**config.mk**
```make
export PLATFORM = sky130hd
export DESIGN_NAME = apb_slave_mem_flat
export DESIGN_NICKNAME = d
export VERILOG_FILES = /design/src/rtl/apb_pkg.sv /design/src/rtl/apb_slave_mem_if.sv /design/src/rtl/apb_slave_regfile.sv /design/src/rtl/apb_slave_mem.sv /design/src/flat_wrapper.sv
export SDC_FILE = /design/constraint.sdc
export NUM_CORES = 1
export LEC_CHECK = 0
export ABC_AREA = 1
export CAP_MARGIN = 20
export CORE_ASPECT_RATIO = 1.2
export CORE_UTILIZATION = 60
export DETAILED_ROUTE_END_ITERATION = 8
export PLACE_DENSITY = 0.73
export SETUP_SLACK_MARGIN = 0.05
export SYNTH_ARGS = -nofsm -noshare
export SYNTH_HDL_FRONTEND = slang
export SYNTH_HIERARCHICAL = 1
export SYNTH_SLANG_ARGS = --single-unit
```
**constraint.sdc**
```tcl
create_clock -name pclk -period 7.1 [get_ports pclk]
set_input_delay 1.065 -clock pclk [delete_from_list [all_inputs] [get_ports pclk]]
set_output_delay 1.065 -clock pclk [all_outputs]
set_load 0.02 [all_outputs]
```
**src/rtl/apb_pkg.sv**
```systemverilog
// rtl/apb_pkg.sv - shared APB widths, FSM state encoding and wait-counter width
package apb_pkg;

  localparam int APB_ADDR_W = 8;
  localparam int APB_DATA_W = 8;
  localparam int WAIT_CNT_W = 4;

  // Transfer phases as seen by a completer; reused by master and slave models.
  typedef enum logic [1:0] {
    IDLE = 2'd0,
    WAIT = 2'd1,
    RESP = 2'd2
  } apb_state_e;

endpackage

```
**src/rtl/apb_slave_mem_if.sv**
```systemverilog
// rtl/apb_slave_mem_if.sv - APB request/response signal bundle with master and slave views
interface apb_slave_mem_if;
  import apb_pkg::*;

  logic                  psel;
  logic                  penable;
  logic                  pwrite;
  logic [APB_ADDR_W-1:0] paddr;
  logic [APB_DATA_W-1:0] pwdata;
  logic                  pready;
  logic                  pslverr;
  logic [APB_DATA_W-1:0] prdata;

  modport master (
    output psel, penable, pwrite, paddr, pwdata,
    input  pready, pslverr, prdata
  );

  modport slave (
    input  psel, penable, pwrite, paddr, pwdata,
    output pready, pslverr, prdata
  );

endinterface

```
**src/rtl/apb_slave_regfile.sv**
```systemverilog
// rtl/apb_slave_regfile.sv - byte array with one synchronous write port and one combinational read port
module apb_slave_regfile
  import apb_pkg::*;
#(
  parameter int DEPTH = 64,
  parameter int AW    = 6
) (
  input  logic                  pclk,
  input  logic                  preset,
  input  logic                  we,
  input  logic [AW-1:0]         waddr,
  input  logic [APB_DATA_W-1:0] wdata,
  input  logic [AW-1:0]         raddr,
  output logic [APB_DATA_W-1:0] rdata
);

  logic [APB_DATA_W-1:0] mem [DEPTH];

  // Clear every location on reset, otherwise commit a single write per cycle.
  always_ff @(posedge pclk) begin
    if (preset) begin
      for (int i = 0; i < DEPTH; i++) begin
        mem[i] <= '0;
      end
    end else if (we) begin
      mem[waddr] <= wdata;
    end
  end

  assign rdata = mem[raddr];

endmodule

```
**src/rtl/apb_slave_mem.sv**
```systemverilog
// rtl/apb_slave_mem.sv - APB completer with programmable wait states backed by a local byte array
module apb_slave_mem
  import apb_pkg::*;
#(
  parameter int DEPTH       = 64,
  parameter int WAIT_CYCLES = 1
) (
  input  logic          pclk,
  input  logic          preset,
  apb_slave_mem_if.slave bus
);

  // Array index width; at least one bit so tiny arrays still have an address.
  localparam int AW = (DEPTH <= 2) ? 1 : $clog2(DEPTH);
  localparam logic [7:0]            DEPTH_W = 8'(DEPTH);
  localparam logic [WAIT_CNT_W-1:0] WAIT_LD = WAIT_CNT_W'(WAIT_CYCLES);

  apb_state_e            state, next_state;
  logic [WAIT_CNT_W-1:0] cnt;
  logic [6:0]            idx;
  logic                  wr;
  logic [APB_DATA_W-1:0] wd;
  logic                  err;
  logic                  pready_q;
  logic                  pslverr_q;
  logic [APB_DATA_W-1:0] prdata_q;

  logic                  setup;
  logic                  setup_err;
  logic [6:0]            rd_idx;
  logic                  rd_err;
  logic                  enter_resp;
  logic                  rf_we;
  logic [APB_DATA_W-1:0] rf_rdata;

  // paddr[7] is the slave select, already decoded by the interconnect.
  logic unused_addr_msb;
  assign unused_addr_msb = bus.paddr[7];

  assign setup      = bus.psel && !bus.penable;
  assign setup_err  = ({1'b0, bus.paddr[6:0]} >= DEPTH_W);

  // With no wait states RESP is entered on the setup edge, before idx/err are latched,
  // so the read path looks through to the live address in IDLE.
  assign rd_idx     = (state == IDLE) ? bus.paddr[6:0] : idx;
  assign rd_err     = (state == IDLE) ? setup_err : err;
  assign enter_resp = (next_state == RESP);
  assign rf_we      = (state == RESP) && wr && !err && bus.psel;

  // State register.
  always_ff @(posedge pclk) begin
    if (preset) begin
      state <= IDLE;
    end else begin
      state <= next_state;
    end
  end

  // Next-state decode: setup starts a transfer, psel loss aborts it, RESP lasts one cycle.
  always_comb begin
    next_state = state;
    case (state)
      IDLE: begin
        if (setup) begin
          next_state = (WAIT_CYCLES == 0) ? RESP : WAIT;
        end
      end
      WAIT: begin
        if (!bus.psel) begin
          next_state = IDLE;
        end else if (cnt == WAIT_CNT_W'(1)) begin
          next_state = RESP;
        end
      end
      RESP:    next_state = IDLE;
      default: next_state = IDLE;
    endcase
  end

  // Capture the request at setup and count down the wait states.
  always_ff @(posedge pclk) begin
    if (preset) begin
      cnt <= '0;
      idx <= '0;
      wr  <= 1'b0;
      wd  <= '0;
      err <= 1'b0;
    end else begin
      case (state)
        IDLE: begin
          if (setup) begin
            idx <= bus.paddr[6:0];
            wr  <= bus.pwrite;
            wd  <= bus.pwdata;
            err <= setup_err;
            cnt <= (WAIT_CYCLES == 0) ? '0 : WAIT_LD;
          end
        end
        WAIT:    cnt <= bus.psel ? (cnt - WAIT_CNT_W'(1)) : '0;
        default: ;
      endcase
    end
  end

  // Response registers: pready/pslverr pulse for the RESP cycle, prdata holds until the next one.
  always_ff @(posedge pclk) begin
    if (preset) begin
      pready_q  <= 1'b0;
      pslverr_q <= 1'b0;
      prdata_q  <= '0;
    end else begin
      pready_q  <= enter_resp;
      pslverr_q <= enter_resp && rd_err;
      if (enter_resp) begin
        prdata_q <= rd_err ? '0 : rf_rdata;
      end
    end
  end

  apb_slave_regfile #(
    .DEPTH (DEPTH),
    .AW    (AW)
  ) u_regfile (
    .pclk   (pclk),
    .preset (preset),
    .we     (rf_we),
    .waddr  (idx[AW-1:0]),
    .wdata  (wd),
    .raddr  (rd_idx[AW-1:0]),
    .rdata  (rf_rdata)
  );

  assign bus.pready  = pready_q;
  assign bus.pslverr = pslverr_q;
  assign bus.prdata  = prdata_q;

endmodule

```
**src/flat_wrapper.sv**
```systemverilog
// flat-port wrapper written by rule: the top's interface ports become plain ports
module apb_slave_mem_flat import apb_pkg::*;
#(
  parameter int DEPTH       = 64,
  parameter int WAIT_CYCLES = 1
)
  (pclk, preset, bus_psel, bus_penable, bus_pwrite, bus_paddr, bus_pwdata, bus_pready, bus_pslverr, bus_prdata);
  apb_slave_mem_if bus_i ();
  input  logic pclk;
  input  logic preset;
  input wire logic [$bits(bus_i.psel)-1:0] bus_psel;
  input wire logic [$bits(bus_i.penable)-1:0] bus_penable;
  input wire logic [$bits(bus_i.pwrite)-1:0] bus_pwrite;
  input wire logic [$bits(bus_i.paddr)-1:0] bus_paddr;
  input wire logic [$bits(bus_i.pwdata)-1:0] bus_pwdata;
  output wire logic [$bits(bus_i.pready)-1:0] bus_pready;
  output wire logic [$bits(bus_i.pslverr)-1:0] bus_pslverr;
  output wire logic [$bits(bus_i.prdata)-1:0] bus_prdata;
  assign bus_i.psel = bus_psel;
  assign bus_i.penable = bus_penable;
  assign bus_i.pwrite = bus_pwrite;
  assign bus_i.paddr = bus_paddr;
  assign bus_i.pwdata = bus_pwdata;
  assign bus_pready = bus_i.pready;
  assign bus_pslverr = bus_i.pslverr;
  assign bus_prdata = bus_i.prdata;
  apb_slave_mem #(.DEPTH(DEPTH), .WAIT_CYCLES(WAIT_CYCLES)) u_core (.pclk(pclk), .preset(preset), .bus(bus_i));
endmodule
```
==> results of run 1 <==
final timing paths:
kind	slack, ns	end	depth (start not counted)	start
setup reg to reg	2.57	u_core/bus.prdata[0]	16	u_core/idx[0]
hold / removal	0.50	u_core/wr	2	u_core/wr
setup / recovery	2.57	u_core/bus.prdata[0]	16	u_core/idx[0]
hold reg to reg	0.50	u_core/wr	2	u_core/wr
flip-flops by register name, summed over array words and instances, names as in the netlist:
signal,flops
u_core/err,1
u_core/bus.pslverr,1
u_core/state,2
u_core/wd,8
u_core/idx,6
u_core/bus.pready,1
u_core/bus.prdata,8
u_core/cnt,4
u_core/u_regfile/mem,512
u_core/wr,1
cell usage after synthesis, drive strengths merged:
master and instances:
a21oi 9, nand4 6, dfxtp 32, buf 78, ha 2, clkbuf 98, nand2 809, nand3 436
or2 1, inv 45, nor4 8, nor2 555, o21ai 32, clkinv 1, o21a 1, nor3 11
edfxtp 512
worst reg2reg max path: stages, from the launching register on:
cell and delay (ns):
sky130_fd_sc_hd__dfxtp_1 0.69, sky130_fd_sc_hd__inv_1 0.19, sky130_fd_sc_hd__o21ai_4 0.56, sky130_fd_sc_hd__buf_4 0.66, sky130_fd_sc_hd__buf_4 0.92, sky130_fd_sc_hd__nand2_1 0.17, sky130_fd_sc_hd__nand3_1 0.13, sky130_fd_sc_hd__nand3_1 0.15
sky130_fd_sc_hd__nand2_1 0.17, sky130_fd_sc_hd__nand2_1 0.08, sky130_fd_sc_hd__nand3_1 0.20, sky130_fd_sc_hd__nand3_1 0.12, sky130_fd_sc_hd__nand2_1 0.16, sky130_fd_sc_hd__nand2_1 0.09, sky130_fd_sc_hd__nand2_1 0.07, sky130_fd_sc_hd__inv_1 0.04
sky130_fd_sc_hd__nor2_1 0.07
cell usage in the layout, fill, tap and decap left out, types with 9 or more instances in the layout:
master	synthesis	routed
sky130_fd_sc_hd__edfxtp_1	512	512
sky130_fd_sc_hd__nand2_1	755	755
sky130_fd_sc_hd__clkinv_2	0	11
sky130_fd_sc_hd__clkdlybuf4s50_1	0	29
sky130_fd_sc_hd__inv_1	25	22
sky130_fd_sc_hd__clkbuf_1	98	14
sky130_fd_sc_hd__a21oi_1	9	9
sky130_fd_sc_hd__nand2_2	51	51
sky130_fd_sc_hd__nor2_1	548	548
sky130_fd_sc_hd__dfxtp_1	32	32
sky130_fd_sc_hd__o21ai_1	17	18
sky130_fd_sc_hd__nand3_1	436	436
sky130_fd_sc_hd__buf_4	2	24
sky130_fd_sc_hd__inv_2	20	21
sky130_fd_sc_hd__clkbuf_16	0	53
layout make-up:
cell class                      count  area (sq um)  share of cell area
Clock buffer                       69          1406             0.05200
Multi-Input combinational cell   1870          8079              0.2987
Tap cell                          539         674.4             0.02494
Sequential cell                   544         16020              0.5922
Timing Repair Buffer               56         515.5             0.01906
Clock inverter                     20         172.7            0.006385
Inverter                           46         180.2            0.006662
through the flow:
step           cells  hold WS [ns]  power (mW)  cell area [sq um]  utilization
2_1_floorplan   2636        0.4358       4.173              25000            -
4_1_cts         3143        0.4982       7.005              27040       0.6604
3_3_place_gp    3052        0.4678       4.387              25430       0.6211
6_report        3144        0.5000       7.000              27040       0.6605
3_5_place_dp    3054        0.4895       4.409              25460       0.6218
5_1_grt         3144        0.5286       7.200              27040       0.6605
power by group:
| part | switching, mW | internal (mW) |
|---|---|---|
| Combinational | 0.554 | 0.167 |
| Sequential | 0.0387 | 3.60 |
| Clock | 1.15 | 1.49 |
| Total | 1.74 | 5.26 |
per-layer routing:
layer / global-route usage / part of all wire / vias up
met5: 0 / 0 / -
met2: 0.5095 / 0.49 / 893
li1: - / - / 8682
met3: 0.04476 / 0.089 / 181
met1: 0.3937 / 0.38 / 8844
met4: 0.1431 / 0.048 / 0
cells by family after synthesis:
kind of cell,count (synthesis)
AND/OR/NAND/NOR,1826
flip-flops,544
buffers and inverters,222
AO/OA/AOI/OAI,42
adder cells (fa/ha/maj),2
==> summary.txt, run 1 <==
Run status
  – Outcome: finished clean

Timing
  – Setup_tns: 0 ns
  – Worst slew margin relative to its limit: 0.2501
  – Final setup skew: 0.03351 ns
  – Setup slack of the critical path after layout: 2.570 ns
  – Unrepaired setup endpoints after global routing: no
  – Final Max Slew Viols: 0
  – Worst slew pin tran: 1.119 ns
  – Timing-limited maximum frequency: 0.2207 GHz
  – Hold Vio Cnt, Final: 0
  – Final cycle utilization of the critical path: 0.6381
  – Finish-stage setup viols: 0
  – Shortest period the worst path allows: 4.530 ns

Layout
  – Count of filler cells inserted in the layout: 3245
  – Layout overhead on the synthesized area: 8.183%
  – Number of antenna repair diodes: 0
  – Count of nets after finishing: 2593
  – Fraction of layout cells with a size suffix above 1: 0.07678

Floorplanning
  – Core region area: 40940 sq um
  – Top-level I/O count: 31
  – DIE AREA: 42490 sq um
  – Horizontal die dimension: 188.3 um
  – Height of the die: 225.6 um
  – Starting utilization of the core area: 0.6105
  – Total number of placement rows: 81

GRT
  – Number of global-route vias before repair: 17590
  – First-pass GRT wire length: 97.84 mm
  – Initial antenna violation count: 0
  – Maximum number of pins on one net before global-route repair: 136
  – Overall overflow remaining after global route: 0
  – Overall global routing resource usage: 0.3045

Clock tree
  – Clock slew at reported path FFs: 0.06 ns
  – Maximum level of the CTS H-tree: 2
  – Quantity of hold-fixing buffers added after cts: 0
  – Maximum buffer depth of the clock tree: 3
  – Root Buffer Master: sky130_fd_sc_hd__clkbuf_16
  – Post-cts repair resize count: 0
  – CTS tree: yes
  – Number of buffers inserted during clock tree synthesis: 52
  – Number of clock sinks: 544
  – Clk Latency, worst-skew pair: 0.60 ns
  – Number of buffers inserted by post-CTS setup repair: 0

Setup path
  – Critical path endpoint category: register
  – Count of buffering cells on the critical path with inverters included: 4
  – Data required, critical path: 7.63 ns
  – Family with the most delay on the worst path: buffers and inverters
  – WP data arrival: 5.06 ns
  – CP max stage delay: 0.86 ns
  – Kind of start point of the critical path: register
  – Start-to-end type of the worst setup path: reg2reg
  – Critical Path Most Common Cell: sky130_fd_sc_hd__nand2_1
  – Chain of cells forming the critical path: inv_1 > o21ai_4 > buf_4 > buf_4 > nand2_1 > nand3_1 > nand3_1 > nand2_1 > nand2_1 > nand3_1 > nand3_1 > nand2_1 > nand2_1 > nand2_1 > inv_1 > nor2_1
  – Maximum fanout encountered on the critical timing path: 96
  – Slowest-stage cell, CP: sky130_fd_sc_hd__buf_4

Yosys
  – Fraction of the mapped netlist area in compound gates: 0.009110
  – Fraction of the mapped netlist area in simple logic gates: 0.3116
  – Adder-cell share of the synthesized area: 0.001001
  – Mux cell area share after synthesis: 0
  – Largest family of logic cells by synthesized area: simple AND/OR/NAND/NOR gates
  – Synthesized netlist cell count: 2636
  – Area leader, netlist: sky130_fd_sc_hd__edfxtp_1
  – Number of warnings printed during yosys synthesis: 6
  – Unique masters post-synth: 31
  – Proportion of synthesized chip area in sequential cells: 0.6407
  – Combined area of all synthesized cells: 25000 sq um
  – Total nets after synthesis: 2659
  – Mean area per synthesized cell: 9.483 sq um
  – Top cells by area in the synthesized netlist: sky130_fd_sc_hd__edfxtp_1, sky130_fd_sc_hd__nand2_1, sky130_fd_sc_hd__nand3_1
  – Area share of the largest cell type after synthesis: 0.6150
  – XOR/XNOR share of the synthesized area: 0
  – Post-synthesis register bit count: 544

Placed design
  – Worst slack at placement: 2.228 ns
  – Count of buffers from port buffering: 29
  – Placed wire-length estimate: 37.30 mm
  – Final weighted congestion in routability-driven placement: 0.8781

Hold path
  – Worst hold path class: reg2reg

Route
  – Total routed wirelength: 63.93 mm
  – Number of detailed-route iterations in the first pass: 6
  – Final antenna-violating net count: 0
  – DR vias/cell: 5.916
  – Residual DRC: 0
  – Drt first-iter violations: 2079
  – Vias post-DR: 18600
  – Mean routed wirelength per cell: 20.34 um

Pwr
  – Leakage Power: 10.07 nW
  – Worst IR drop on VDD: 195.0 uV
  – Total power density per cell area: 258.9 nW/um^2

Flow run
  – Max-cap violations: 0
Power figures use the tool's default switching activity.
==> run 2: changes to the inputs <==
==> constraint.sdc (replaced) <==
create_clock -name pclk -period 4.7 [get_ports pclk]
set_input_delay 0.705 -clock pclk [delete_from_list [all_inputs] [get_ports pclk]]
set_output_delay 0.705 -clock pclk [all_outputs]
set_load 0.02 [all_outputs]
==> summary.txt, run 2 (same netlist as run 1, synthesis figures left out) <==
Pwr
  – Logic pwr share: 0.104
  – Worst IR drop on VDD: 335.2 uV
  – Share of power burned in registers: 0.521
  – Part of the total power dissipated in the clock network: 0.374
  – Cell internal pwr: 7.911 mW
  – Sw Ratio: 0.2491
  – Total power density per cell area: 388.6 nW/um^2
  – Switching pwr: 2.624 mW
  – Leakage Power: 10.09 nW

Setup path
  – Start-to-end type of the worst setup path: reg2reg
  – Worst reg2reg path endpoint: u_core/bus.prdata[3]
  – Register-to-register setup slack: 1.09 ns
  – Data required, critical path: 5.23 ns
  – Critical Path Most Common Cell: sky130_fd_sc_hd__nand2_1
  – Critical path endpoint category: register
  – Kind of start point of the critical path: register
  – Slowest-stage cell, CP: sky130_fd_sc_hd__buf_12
  – Crit path capture: u_core/bus.prdata[3]
  – Worst r2r path cells: 16
  – CP max stage delay: 0.68 ns
  – WP data arrival: 4.14 ns
  – Reg2Reg Launch Point: u_core/state[1]
  – Critical path startpoint: u_core/state[1]
  – Maximum fanout encountered on the critical timing path: 256
  – Chain of cells forming the critical path: nor2_4 > nand2_1 > o21ai_4 > buf_12 > nand2_1 > nand3_1 > nand3_1 > nand2_1 > nand2_1 > nand3_1 > nand3_1 > nand2_1 > nand2_1 > nand2_1 > inv_1 > nor2_1

Timing
  – Timing-limited maximum frequency: 0.2767 GHz
  – Shortest period the worst path allows: 3.614 ns
  – Final Max Slew Viols: 0
  – Final cycle utilization of the critical path: 0.7689
  – Worst slew pin tran: 1.232 ns
  – Worst slew margin relative to its limit: 0.1783
  – Unrepaired setup endpoints after global routing: no
  – Hold Vio Cnt, Final: 0
  – Post-Route Hold Slack: 0.4884 ns
  – Setup_tns: 0 ns
  – Final setup skew: 0.03084 ns
  – Finish-stage setup viols: 0

Hold path
  – Worst hold path class: reg2reg
  – Hold wc startpoint: u_core/wr

Route
  – Wire length on met3: 4.956 mm
  – Total routed wirelength: 63.23 mm
  – Drt first-iter violations: 1806
  – Mean routed wirelength per cell: 20.06 um
  – Vias post-DR: 18620
  – DR vias/cell: 5.907
  – WL met1: 24.12 mm
  – Top sig layer: met4
  – Final antenna-violating net count: 0
  – Met2 Wirelength: 31.18 mm
  – Number of detailed-route iterations in the first pass: 6
  – Residual DRC: 0

Placed design
  – Placed wire-length estimate: 38.80 mm
  – Final weighted congestion in routability-driven placement: 0.8787
  – Count of buffers from port buffering: 29

Clock tree
  – Quantity of hold-fixing buffers added after cts: 0
  – Maximum buffer depth of the clock tree: 3
  – Clk Latency, worst-skew pair: 0.59 ns
  – Number of buffers inserted by post-CTS setup repair: 0
  – Post-cts repair resize count: 0
  – Clock slew at reported path FFs: 0.06 ns
  – Number of buffers inserted during clock tree synthesis: 51
  – Number of clock sinks: 544
  – CTS tree: yes
  – Root Buffer Master: sky130_fd_sc_hd__clkbuf_16
  – Maximum level of the CTS H-tree: 2

GRT
  – First-pass GRT wire length: 96.39 mm
  – Overall overflow remaining after global route: 0
  – Maximum number of pins on one net before global-route repair: 257
  – Initial antenna violation count: 0
  – Overall global routing resource usage: 0.2994
  – Number of global-route vias before repair: 17660

Floorplanning
  – Horizontal die dimension: 188.3 um
  – Core region area: 40940 sq um
  – Top-level I/O count: 31
  – Starting utilization of the core area: 0.6105
  – Height of the die: 225.6 um
  – Total number of placement rows: 81
  – DIE AREA: 42490 sq um

Layout
  – Commonest cells after routing, fill and taps aside: sky130_fd_sc_hd__nand2_1, sky130_fd_sc_hd__nor2_1, sky130_fd_sc_hd__edfxtp_1, sky130_fd_sc_hd__nand3_1
  – Most common cell after layout, fill and taps aside: sky130_fd_sc_hd__nand2_1
  – Layout overhead on the synthesized area: 8.454%
  – Top register by number of flip-flops: u_core/u_regfile/mem
  – Fraction of layout cells with a size suffix above 1: 0.07884
  – Count of nets after finishing: 2600
  – Number of antenna repair diodes: 0
  – Number of flip-flops in the largest register: 512

Flow run
  – Max-cap violations: 0

Run status
  – Outcome: finished clean
[run 2: changes by cell type in the layout (fill, tap and decap cells not counted), moves of 2 or more]
| cell | previous run | this run |
|---|---|---|
| sky130_fd_sc_hd__buf_12 | 2 | 4 |
| sky130_fd_sc_hd__buf_4 | 24 | 30 |
| sky130_fd_sc_hd__clkbuf_1 | 14 | 9 |
| sky130_fd_sc_hd__clkbuf_16 | 53 | 51 |
| sky130_fd_sc_hd__clkinv_1 | 6 | 13 |
| sky130_fd_sc_hd__clkinv_2 | 11 | 8 |
| sky130_fd_sc_hd__clkinvlp_4 | 0 | 2 |
[run 2: worst min path at each step]
| stage | endpoint | slack, ns | cells after the start |
|---|---|---|---|
| detailed placement | u_core/wr | 0.48 | 2 |
| global route | u_core/wr | 0.52 | 2 |
| floorplan | u_core/idx[3] | 0.44 | 2 |
| global placement | u_core/idx[5] | 0.47 | 2 |
| finish | u_core/wr | 0.49 | 2 |
| CTS | u_core/wr | 0.50 | 2 |
[run 2: power by group through the flow]
stage	sequential, mW	clock [mW]	combinational, mW
after global placement	5.59	0	1.05
final	5.49	3.94	1.10
after CTS	5.49	3.97	1.08
after global routing	5.51	4.14	1.18
after detailed placement	5.60	0	1.07
after floorplan	5.57	0	0.732
[run 2: final cells by class]
type                    instances  area [sq um]
clock buffers                  61          1324
clock inverters                28         237.7
fillers                      3205         13830
inverters                      46         180.2
multi-input cells            1870          8079
flip-flops and latches        544         16020
well taps                     539         674.4
repair buffers                 64         600.6
[run 2: through the flow]
step	util	instances	setup slack, ns	total power [mW]	area, sq um
floorplan	-	2636	2.301	6.305	25000
global placement	0.6237	3061	0.9086	6.642	25540
detailed placement	0.6237	3061	0.8666	6.670	25540
CTS	0.6618	3150	1.221	10.54	27100
global route	0.6621	3152	0.9201	10.83	27110
finish	0.6621	3152	1.086	10.53	27110
[run 2: metal layers]
metal | global-route usage | vias up
met5 | 0 | -
met4 | 0.1449 | 0
met3 | 0.03807 | 178
met2 | 0.5120 | 873
met1 | 0.3796 | 8871
li1 | - | 8698
[run 2: worst max-delay path, delay by kind of cell (launching register included)]
kind            cells  cell delay (ns)
compound gates      1             0.15
buf+inv             2             0.72
flops               1             0.36
simple gates       13             2.00
==> run 3: changes to the inputs <==
--- a/config.mk
+++ b/config.mk
@@ -8,9 +8,9 @@
 export ABC_AREA = 1
 export CAP_MARGIN = 20
 export CORE_ASPECT_RATIO = 1.2
-export CORE_UTILIZATION = 60
+export CORE_UTILIZATION = 57
 export DETAILED_ROUTE_END_ITERATION = 8
-export PLACE_DENSITY = 0.73
+export PLACE_DENSITY = 0.72
 export SETUP_SLACK_MARGIN = 0.05
 export SYNTH_ARGS = -nofsm -noshare
 export SYNTH_HDL_FRONTEND = slang
==> constraint.sdc (replaced) <==
create_clock -name pclk -period 3.1 [get_ports pclk]
set_input_delay 0.465 -clock pclk [delete_from_list [all_inputs] [get_ports pclk]]
set_output_delay 0.465 -clock pclk [all_outputs]
set_load 0.02 [all_outputs]
==> summary.txt, run 3 (same netlist as run 1, synthesis figures left out) <==
Setup path
  – WP data arrival: 3.33 ns
  – Maximum fanout encountered on the critical timing path: 53
  – Start-to-end type of the worst setup path: reg2reg
  – Worst r2r path cells: 18
  – Critical path endpoint category: register
  – Kind of start point of the critical path: register
  – Worst reg2reg path endpoint: u_core/bus.prdata[3]
  – Register-to-register setup slack: 0.29 ns
  – Data required, critical path: 3.63 ns
  – Reg2Reg Launch Point: u_core/state[1]

Floorplanning
  – Core region area: 42990 sq um
  – Total number of placement rows: 83
  – Starting utilization of the core area: 0.5814
  – Top-level I/O count: 31
  – DIE AREA: 44700 sq um
  – Horizontal die dimension: 193.2 um
  – Height of the die: 231.4 um

Timing
  – Setup slack of the critical path after layout: 0.2924 ns
  – Final setup skew: 0.01731 ns
  – Hold Vio Cnt, Final: 0
  – Post-Route Hold Slack: 0.4688 ns
  – Unrepaired setup endpoints after global routing: no
  – Setup_tns: 0 ns
  – Shortest period the worst path allows: 2.808 ns
  – Worst slew pin tran: 1.099 ns
  – Final cycle utilization of the critical path: 0.9057
  – Timing-limited maximum frequency: 0.3562 GHz
  – Finish-stage setup viols: 0
  – Worst slew margin relative to its limit: 0.2665
  – Final Max Slew Viols: 0

Layout
  – Layout overhead on the synthesized area: 11.41%
  – Number of flip-flops in the largest register: 512
  – Most common cell after layout, fill and taps aside: sky130_fd_sc_hd__nand2_1
  – Number of antenna repair diodes: 0
  – Area of all placed cells without fillers: 27850 sq um
  – Fraction of layout cells with a size suffix above 1: 0.09583
  – Count of nets after finishing: 2641
  – Util after Layout: 0.6478
  – Top register by number of flip-flops: u_core/u_regfile/mem
  – Commonest cells after routing, fill and taps aside: sky130_fd_sc_hd__nand2_1, sky130_fd_sc_hd__nor2_1, sky130_fd_sc_hd__edfxtp_1, sky130_fd_sc_hd__nand3_1, sky130_fd_sc_hd__clkbuf_16
  – Number of standard cells in the final layout excluding fillers: 3213

Pwr
  – Leakage Power: 10.46 nW
  – Cell internal pwr: 12.28 mW
  – Part of the total power dissipated in the clock network: 0.384
  – Sw Ratio: 0.2504
  – Worst IR drop on VDD: 489.7 uV
  – Logic pwr share: 0.108
  – Design Power: 16.38 mW
  – Switching pwr: 4.102 mW
  – Share of power burned in registers: 0.508
  – Total power density per cell area: 588.2 nW/um^2

Placed design
  – Final weighted congestion in routability-driven placement: 0.8629
  – Worst slack at placement: 0.1091 ns
  – Placed Cells: 3115
  – Count of buffers from port buffering: 29
  – Total cell area at the placement stage: 26160 sq um
  – Placed wire-length estimate: 40.25 mm

Hold path
  – Number of stages on the worst hold path: 3
  – Worst hold path class: in2reg
  – Hold path endpoint: u_core/wd[4]
  – Hold wc startpoint: bus_pwdata[4]

Clock tree
  – Maximum buffer depth of the clock tree: 3
  – CTS tree: yes
  – Root Buffer Master: sky130_fd_sc_hd__clkbuf_16
  – Post-cts repair resize count: 0
  – Number of buffers inserted during clock tree synthesis: 53
  – Number of clock sinks: 544
  – Maximum level of the CTS H-tree: 2
  – Clock slew at reported path FFs: 0.06 ns
  – Number of buffers inserted by post-CTS setup repair: 0
  – Clk Latency, worst-skew pair: 0.61 ns
  – Quantity of hold-fixing buffers added after cts: 0

Route
  – Number of detailed-route iterations in the first pass: 6
  – Residual DRC: 0
  – Final antenna-violating net count: 0
  – Vias post-DR: 18810
  – Drt first-iter violations: 1981
  – Mean routed wirelength per cell: 20.33 um
  – Total routed wirelength: 65.32 mm
  – DR vias/cell: 5.855

GRT
  – Number of global-route vias before repair: 18090
  – First-pass GRT wire length: 100.3 mm
  – Overall overflow remaining after global route: 0
  – Overall global routing resource usage: 0.2996
  – Maximum number of pins on one net before global-route repair: 70
  – Initial antenna violation count: 0

Run status
  – Outcome: finished clean

Flow run
  – Max-cap violations: 0
run 3: changes by cell type in the layout (fill, tap and decap cells not counted), moves of 2 or more:
cell                        previous run  this run
sky130_fd_sc_hd__clkbuf_16            51        56
sky130_fd_sc_hd__clkinv_2              8        13
sky130_fd_sc_hd__inv_4                 1         3
sky130_fd_sc_hd__buf_12                4        28
sky130_fd_sc_hd__buf_4                30        46
run 3: power by group through the flow:
stage	Clock, mW	Combinational (mW)	Sequential [mW]
after global routing	6.63	1.90	8.34
after detailed placement	0	1.73	8.48
after floorplan	0	1.11	8.45
after global placement	0	1.70	8.47
after CTS	6.37	1.74	8.32
final	6.29	1.77	8.32
run 3: routing by layer:
layer,global-route usage,vias up,routed length [um]
li1,-,8778,-
met1,0.3906,8971,24880
met2,0.5026,903,32330
met3,0.04058,159,5431
met4,0.1245,0,2676
met5,0,-,0
run 3: how the worst max path moves through the flow:
stage / startpoint / to / slack, ns / cells after the start
after global routing: u_core/state[1] / u_core/bus.prdata[3] / 0.14 / 18
after floorplan: u_core/state[1] / u_core/bus.prdata[6] / 0.84 / 17
after detailed placement: bus_paddr[1] / u_core/bus.prdata[6] / 0.11 / 15
after global placement: bus_paddr[1] / u_core/bus.prdata[6] / 0.15 / 15
after CTS: u_core/state[1] / u_core/bus.prdata[3] / 0.35 / 18
final: u_core/state[1] / u_core/bus.prdata[3] / 0.29 / 18
run 3: cell type report:
type	instances	area, sq um
flip-flops and latches	544	16020
fillers	3479	15140
multi-input cells	1870	8079
clock buffers	66	1459
repair buffers	103	1196
well taps	552	690.7
clock inverters	32	229.0
inverters	46	180.2
run 3: worst max-delay path: stages (launching register included):
cell	delay [ns]
sky130_fd_sc_hd__dfxtp_1	0.36
sky130_fd_sc_hd__nor2_4	0.19
sky130_fd_sc_hd__buf_4	0.19
sky130_fd_sc_hd__o21ai_4	0.08
sky130_fd_sc_hd__buf_12	0.16
sky130_fd_sc_hd__inv_6	0.14
sky130_fd_sc_hd__buf_12	0.27
sky130_fd_sc_hd__nand2_1	0.09
sky130_fd_sc_hd__nand3_1	0.09
sky130_fd_sc_hd__nand3_1	0.14
sky130_fd_sc_hd__nand2_1	0.13
sky130_fd_sc_hd__nand2_1	0.11
sky130_fd_sc_hd__nand3_1	0.16
sky130_fd_sc_hd__nand3_1	0.13
sky130_fd_sc_hd__nand2_1	0.13
sky130_fd_sc_hd__nand2_1	0.07
sky130_fd_sc_hd__nand2_1	0.06
sky130_fd_sc_hd__inv_1	0.04
sky130_fd_sc_hd__nor2_1	0.11
